[src/rtl/sc_lfsr_pkg.sv]
// Shared definitions for the stochastic bitstream generator: supported LFSR widths,
// maximal-length tap masks and the frame FSM state encoding.
package sc_lfsr_pkg;

    typedef enum logic [0:0] {
        IDLE = 1'b0,
        RUN  = 1'b1
    } sc_state_e;

    localparam int MAX_WIDTH            = 16;
    localparam int NUM_SUPPORTED_WIDTHS = 9;
    localparam int SUPPORTED_WIDTHS [NUM_SUPPORTED_WIDTHS] = '{3, 4, 5, 6, 7, 8, 10, 12, 16};

    // Each mask selects the feedback taps of a maximal-length polynomial, so a
    // non-zero state cycles through all 2^n-1 non-zero values before repeating.
    function automatic logic [MAX_WIDTH-1:0] lfsr_tap_mask(input int n);
        case (n)
            3:       lfsr_tap_mask = 16'h0006;
            4:       lfsr_tap_mask = 16'h000C;
            5:       lfsr_tap_mask = 16'h0014;
            6:       lfsr_tap_mask = 16'h0030;
            7:       lfsr_tap_mask = 16'h0060;
            8:       lfsr_tap_mask = 16'h00B8;
            10:      lfsr_tap_mask = 16'h0240;
            12:      lfsr_tap_mask = 16'h0829;
            16:      lfsr_tap_mask = 16'hB400;
            default: lfsr_tap_mask = 16'h0000;
        endcase
    endfunction

    function automatic bit width_supported(input int n);
        width_supported = 1'b0;
        for (int i = 0; i < NUM_SUPPORTED_WIDTHS; i++) begin
            if (SUPPORTED_WIDTHS[i] == n) width_supported = 1'b1;
        end
    endfunction

endpackage

[src/rtl/sc_lfsr_core.sv]
// One Fibonacci LFSR channel: loads a seed (zero replaced by all-ones so the
// register can never lock up) and advances one step per enabled cycle.
module sc_lfsr_core
    import sc_lfsr_pkg::*;
#(
    parameter int N = 7
) (
    input  logic         clk,
    input  logic         rst_n,
    input  logic         load,
    input  logic [N-1:0] load_val,
    input  logic         step,
    output logic [N-1:0] state
);

    localparam logic [MAX_WIDTH-1:0] TAP_FULL = lfsr_tap_mask(N);
    localparam logic [N-1:0]         TAP      = TAP_FULL[N-1:0];

    logic [N-1:0] state_q;
    logic [N-1:0] state_d;

    always_comb begin
        state_d = state_q;
        if (load) begin
            state_d = (load_val == '0) ? '1 : load_val;
        end else if (step) begin
            state_d = {state_q[N-2:0], ^(state_q & TAP)};
        end
    end

    always_ff @(posedge clk) begin
        if (!rst_n) begin
            state_q <= '1;
        end else begin
            state_q <= state_d;
        end
    end

    assign state = state_q;

endmodule

[src/rtl/sc_bitstream_gen_mc.sv]
// Multi-channel stochastic bitstream generator: one exact-length frame of
// 2^N-1 beats per start, each channel emitting exactly k_c ones per frame.
module sc_bitstream_gen_mc
    import sc_lfsr_pkg::*;
#(
    parameter int N  = 7,
    parameter int CH = 4
) (
    input  logic            clk,
    input  logic            rst_n,
    input  logic            start,
    input  logic            abort,
    input  logic            corr_mode,
    input  logic [CH*N-1:0] k,
    input  logic [CH*N-1:0] seed,
    output logic            out_valid,
    input  logic            out_ready,
    output logic [CH-1:0]   x_out,
    output logic            out_last,
    output logic [N-1:0]    bit_idx,
    output logic            busy,
    output logic            done,
    output logic [CH*N-1:0] lfsr_val
);

    if (!width_supported(N)) begin : g_bad_width
        $error("sc_bitstream_gen_mc: unsupported N=%0d", N);
    end
    if (CH < 1 || CH > 16) begin : g_bad_ch
        $error("sc_bitstream_gen_mc: unsupported CH=%0d", CH);
    end

    // Final beat index 2^N-2: all ones except bit 0.
    localparam logic [N-1:0] LAST_IDX = {{(N-1){1'b1}}, 1'b0};

    sc_state_e       state_q, state_d;
    logic [N-1:0]    bit_idx_q, bit_idx_d;
    logic [CH*N-1:0] k_q, k_d;
    logic            corr_q, corr_d;
    logic            done_q, done_d;
    logic            lfsr_load;
    logic            lfsr_step;
    logic            run;
    logic [N-1:0]    lfsr_state [CH];

    // Handshake: a beat transfers when out_valid && out_ready; out_valid is a
    // pure decode of the state register, so out_ready never feeds back into it.
    // abort wins over a coincident beat, which is then discarded.
    always_comb begin
        state_d   = state_q;
        bit_idx_d = bit_idx_q;
        k_d       = k_q;
        corr_d    = corr_q;
        done_d    = 1'b0;
        lfsr_load = 1'b0;
        lfsr_step = 1'b0;
        case (state_q)
            IDLE: begin
                if (start) begin
                    state_d   = RUN;
                    k_d       = k;
                    corr_d    = corr_mode;
                    bit_idx_d = '0;
                    lfsr_load = 1'b1;
                end
            end
            RUN: begin
                if (abort) begin
                    state_d = IDLE;
                end else if (out_ready) begin
                    lfsr_step = 1'b1;
                    if (bit_idx_q == LAST_IDX) begin
                        state_d = IDLE;
                        done_d  = 1'b1;
                    end else begin
                        bit_idx_d = bit_idx_q + 1'b1;
                    end
                end
            end
            default: state_d = IDLE;
        endcase
    end

    always_ff @(posedge clk) begin
        if (!rst_n) begin
            state_q   <= IDLE;
            bit_idx_q <= '0;
            k_q       <= '0;
            corr_q    <= 1'b0;
            done_q    <= 1'b0;
        end else begin
            state_q   <= state_d;
            bit_idx_q <= bit_idx_d;
            k_q       <= k_d;
            corr_q    <= corr_d;
            done_q    <= done_d;
        end
    end

    assign run       = (state_q == RUN);
    assign busy      = run;
    assign out_valid = run;
    assign out_last  = run && (bit_idx_q == LAST_IDX);
    assign bit_idx   = bit_idx_q;
    assign done      = done_q;

    for (genvar c = 0; c < CH; c++) begin : g_ch
        logic         ch_step;
        logic [N-1:0] sel_lfsr;

        // In correlated mode only LFSR 0 drives the comparators, so the rest hold.
        assign ch_step = lfsr_step && ((c == 0) || !corr_q);

        sc_lfsr_core #(.N(N)) u_lfsr (
            .clk      (clk),
            .rst_n    (rst_n),
            .load     (lfsr_load),
            .load_val (seed[c*N +: N]),
            .step     (ch_step),
            .state    (lfsr_state[c])
        );

        assign sel_lfsr            = corr_q ? lfsr_state[0] : lfsr_state[c];
        assign x_out[c]            = run && (sel_lfsr <= k_q[c*N +: N]);
        assign lfsr_val[c*N +: N]  = lfsr_state[c];
    end

endmodule

[config.mk]
export PLATFORM = sky130hd
export DESIGN_NAME = sc_bitstream_gen_mc
export DESIGN_NICKNAME = d
export VERILOG_FILES = /design/src/rtl/sc_lfsr_pkg.sv /design/src/rtl/sc_lfsr_core.sv /design/src/rtl/sc_bitstream_gen_mc.sv
export SDC_FILE = /design/constraint.sdc
export NUM_CORES = 1
export LEC_CHECK = 0
export BUFFER_PORTS_ARGS = -buffer_cell sky130_fd_sc_hd__buf_2
export CAP_MARGIN = 20
export CORE_MARGIN = 10
export CORE_UTILIZATION = 57
export DETAILED_ROUTE_END_ITERATION = 6
export GPL_ROUTABILITY_DRIVEN = 0
export PLACE_DENSITY_LB_ADDON = 0.12
export SYNTH_ARGS = -nofsm -noshare
export SYNTH_HDL_FRONTEND = slang
export SYNTH_SLANG_ARGS = --single-unit
export TNS_END_PERCENT = 10
[constraint.sdc]
create_clock -name clk -period 2.73 [get_ports clk]
set_input_delay 0.1365 -clock clk [delete_from_list [all_inputs] [get_ports clk]]
set_output_delay 0.1365 -clock clk [all_outputs]
set_load 0.005 [all_outputs]
# After elaboration in Yosys (flattened, before gate mapping)
# Cells that the tools add are included.
totals:
  regBits: 66
  in_bits: 62
  elab_cells: 72
  out_inout_bits: 43
classes:
  n_reduce_logical: 20
  n_eq_ne: 5
  mux: 30
  addsub: 1
  n_bitwise: 3
  n_lt_le_gt_ge: 4
ops:
  columns: ["op", "count"]
  rows:
  - ["$mux W7", 19]
  - ["$le A7 B7 Y1", 4]
  - ["$logic_not A7 Y1", 4]
  - ["$reduce_xor A7 Y1", 4]
  - ["$pmux W7 S2", 1]
  - ["$mux W1", 9]
  - ["$ne A2 B2 Y1 const B", 4]
  - ["$add A7 B1 Y7 const B", 1]
  - ["$eq A7 B7 Y1 const B", 1]
  - ["$logic_and A1 B1 Y1", 6]
  - ["$reduce_and A4 Y1", 1]
  - ["$reduce_bool A2 Y1", 2]
  - ["$reduce_or A4 Y1", 1]
  - ["$not A1 Y1", 3]
  - ["$pmux W1 S2", 1]
  - ["$reduce_and A2 Y1", 1]
  - ["$logic_not A1 Y1", 1]

# Depth between registers and ports, before layout
logic_depth:
  ltp_word: 6
  depth_mapped: 8
  ltp_nobuf: 7

# Modules after synthesis
# A second synthesis with hierarchy kept.
hier_totals:
  cells_unflattened: 496
  hier_area_um2: 4072.7
modules_own_cells:
  columns: ["module", "seq_area_each_um2", "instances", "cells_per_inst", "area_each_um2"]
  rows:
  - ["sc_bitstream_gen_mc", 760.7, 1, 332, 2491.1]
  - ["sc_lfsr_core", 140.1, 4, 41, 395.4]

# Least setup slack after synthesis
# OpenSTA, ideal clock, no wires.
synth_timing:
  path_kind: "reg-to-output"
  startpoint: "reg corr_q"
  endpoint: "out x_out[2]"
  arrival_ns: 1.883
  required_time_ns: 2.594
  path_slack_ns: 0.711
  path_buffers: 2
  path_stages_with_launch: 9
  cell_sequence: "dfxtp_1 -> clkbuf_1 -> buf_1 -> o21ai_0 -> ha_1 -> nor2b_1 -> o21a_1 -> o21a_1 -> o21ai_0"
synth_between:
  elab_chain_cells: 3
synth_rtl:
  columns: ["element", "line_no", "source"]
  rows:
  - ["start, declared", "sc_bitstream_gen_mc.sv:39", "logic corr_q, corr_d;"]
  - ["start signal, assigned", "sc_bitstream_gen_mc.sv:95", "corr_q <= corr_d;"]
  - ["$mux W7", "sc_bitstream_gen_mc.sv:123", "assign sel_lfsr = corr_q ? lfsr_state[0] : lfsr_state[c];"]
  - ["$le A7 B7 Y1", "sc_bitstream_gen_mc.sv:124", "assign x_out[c] = run && (sel_lfsr <= k_q[c*N +: N]);"]
  - ["$logic_and A1 B1 Y1", "sc_bitstream_gen_mc.sv:124", null]
  - ["end, declared", "sc_bitstream_gen_mc.sv:18", "output logic [CH-1:0] x_out,"]
# Every way passes these cells.

# Worst setup path in the final report
layout_timing:
  startpoint: "reg corr_q"
  endpoint: "out x_out[1]"
# Same word-level chain as after synthesis.

==> flow_summary.toml <==
[timing]
setup-violations-final = 0
fin_crit_sh_pct = 86.19
relSlewSlack_pct = 31.71
max_freq_ghz = 0.4250
worst_pin_slew_ps = 1023
setup_tns_ps = 0
period_minus_slack_ps = 2353
fin_ws_ps = 377.0
finClkSkew_ps = 7.746
drv_slew = 0
grt_setup_unrepaired = "false"
hold_ws_ps = 30.44
finalHoldViolCount = 0

[clocking]
cts_buffers = 9
cts.sinks = 66
worstSkewPairLatency_ps = 330
holdBufCountCts = 0
cts_max_level = 3
cts_max_path_buffers = 2
cts_tree = "done"
clockRootBuffer = "clkbuf_8"
cts.reportedPaths.clkPinSlew_ps = 70

[placement]
dp.cells = 657
portBuffers = 104
place_worst_setup_slack_ps = 555.1
hpwl_um = 8128

[detailed_routing]
wl_per_cell_um = 15.88
firstDrtPassIters = 5
drtAntennaViolNets = 0
routed_wl_um = 10690
drc = 0
drt_iter0_drc = 231
avgViaCountPerCell = 5.614
route.vias.total = 3778

[logic_synthesis]
yosys-top-cells-area = "dfxtp_1 34%, ha_1 9.8%, nand2_1 9.7%"
synth_ff_type = "dfxtp_1"
synthArstFlopShare_pct = 0
yosysWarnings = 0
syn-num-nets = 588
synth.ff_latch_count = 66
netlist.top_cell.by_area = "dfxtp_1"
ys_seq_area_share_pct = 34.48
yosysUniqueCellTypes = 43
synth_top_cell_area_share_pct = 34.48
synth_area_um2 = 3832
syn_avg_cell_area_um2 = 7.727
syn_inst = 496
synth_edf_count = 0

[global_route]
grt_pass1_wl_um = 17170
grt_pass1_vias = 3635
grt.total_usage_pct = 20.15
gr-usage-met1_pct = 26.19
met2_usage_pct = 31.56
grt_overflow_total = 0
grt-busiest-layer = "met2"
grt_max_degree = 63
antenna_found_initial = 0
met3_usage_pct = 5.938

[floorplanning]
die-area_um2 = 10400
initial_core_util_pct = 59.67
core_um2 = 6422
num_rows = 29
die_w_um = 102.0
die_y_um = 102.0
ios = 105

[final_layout]
fillers = 535
final_cell_count_no_fill = 673
drive_gt1_share_pct = 24.66
seq_area_um2 = 1323
area_growth_pct = 20.18
nets = 683
multi_input_area_um2 = 2235
antenna_cells = 0

[run]
drv_cap = 0

[worst_setup_path]
r2r_slack_ps = 600
startpoint_type = "flip-flop"
r2r_cells = 4
worstPathRequired_ps = 2590
crit_arrival_ps = 2220
critical_path_class = "reg2out"
crit_fanout = 20
setup.worst_path.end_class = "output pin"

[pwr]
leakage_nw = 2.090
finalPower_mw = 2.439
p_per_area_nw_per_um2 = 529.5
irDropWorstVdd_mv = 0.3610

[min_path]
hold_depth = 3
hp-class = "in2reg"

[outcome]
status = "finished, final reports clean"
## state kept, by name, summed over array words and instances, names as in the netlist
register / cells
bit_idx: 7
busy: 1
corr_q: 1
done: 1
g_ch.u_lfsr.state: 28
k_q: 28
## power by group
part / internal, mW / leakage, nW / switching, mW
Combinational: 0.235 / 1.45 / 0.278
Sequential: 1.03 / 0.544 / 0.0719
Clock: 0.472 / 0.101 / 0.356
Total: 1.73 / 2.09 / 0.706
## repair_timing
action	in CTS	in global routing
buffers inserted	0	0
gates resized for setup	0	1
endpoints found under the hold margin	0	0
endpoints found under the setup margin	0	1
## layer usage
layer,part of all wire (%),routed length (um)
met5,0,0
met2,46,4967
met3,7.6,816
met1,45,4758
met4,1.3,144
## final cells by class
type / count / area share (%)
clock buffer: 14 / 3.532
clock inverter: 2 / 0.7607
inverter: 45 / 3.667
multi-input combinational: 358 / 48.52
sequential: 66 / 28.72
tap: 77 / 2.092
timing repair buffer: 111 / 12.71
## cell usage after synthesis (6+ instances only)
master	n
a21oi_1	61
clkbuf_1	19
dfxtp_1	66
ha_1	30
inv_1	44
mux2_2	6
nand2_1	99
nand2b_1	12
nand3_1	14
nor2_1	24
o211ai_1	18
o21a_1	9
o21ai_0	27
o22ai_1	9
## critical path: stages, from the launching register on
cell	delay, ps
dfxtp_2	510
buf_4	220
o21ai_0	90
ha_1	300
a21o_1	160
a21oi_1	170
nand2b_1	70
o21ai_0	200
buf_2	160
## metrics by stage
stage	cell area (um2)	util (%)
3_3_place_gp	4407	68.61
3_5_place_dp	4407	68.61
5_1_grt	4606	71.71
2_1_floorplan	3832	-
6_report	4606	71.71
4_1_cts	4604	71.69
## final timing paths
| kind | from | endpoint |
|---|---|---|
| max | corr_q | x_out[1] |
| min | k[17] | k_q[17] |
| max reg2reg | busy | g_ch[0].u_lfsr.state[4] |
| min reg2reg | k_q[9] | k_q[9] |
## cells by family (layout without fill, tap and decap cells)
logic type | Yosys count | after routing | synth area share (%)
XOR/XNOR | 4 | 4 | 0.9143
AO/OA/AOI/OAI | 142 | 142 | 24.39
multiplexers | 9 | 9 | 2.546
flip-flops | 66 | 66 | 34.48
AND/OR/NAND/NOR | 173 | 173 | 20.47
adder cells (fa/ha/maj) | 30 | 30 | 9.794
buffers and inverters | 72 | 172 | 7.411
## cell usage in the layout (no fill, tap or decap), types with 2 or more instances in the layout
cell type	count
a21o_1	5
a21oi_1	61
buf_2	104
buf_4	6
clkbuf_1	3
clkbuf_8	11
dfxtp_1	65
ha_1	30
inv_1	44
mux2_2	6
mux2i_1	3
nand2_1	99
nand2b_1	12
nand3_1	14
nor2_1	24
nor2b_1	4
nor3_1	4
nor4_1	2
o211ai_1	18
o211ai_2	3
o21a_1	9
o21ai_0	27
o22ai_1	9
o41ai_4	4
or4_4	4
xor2_1	3
Note: power is estimated with default switching activity, not from simulation.
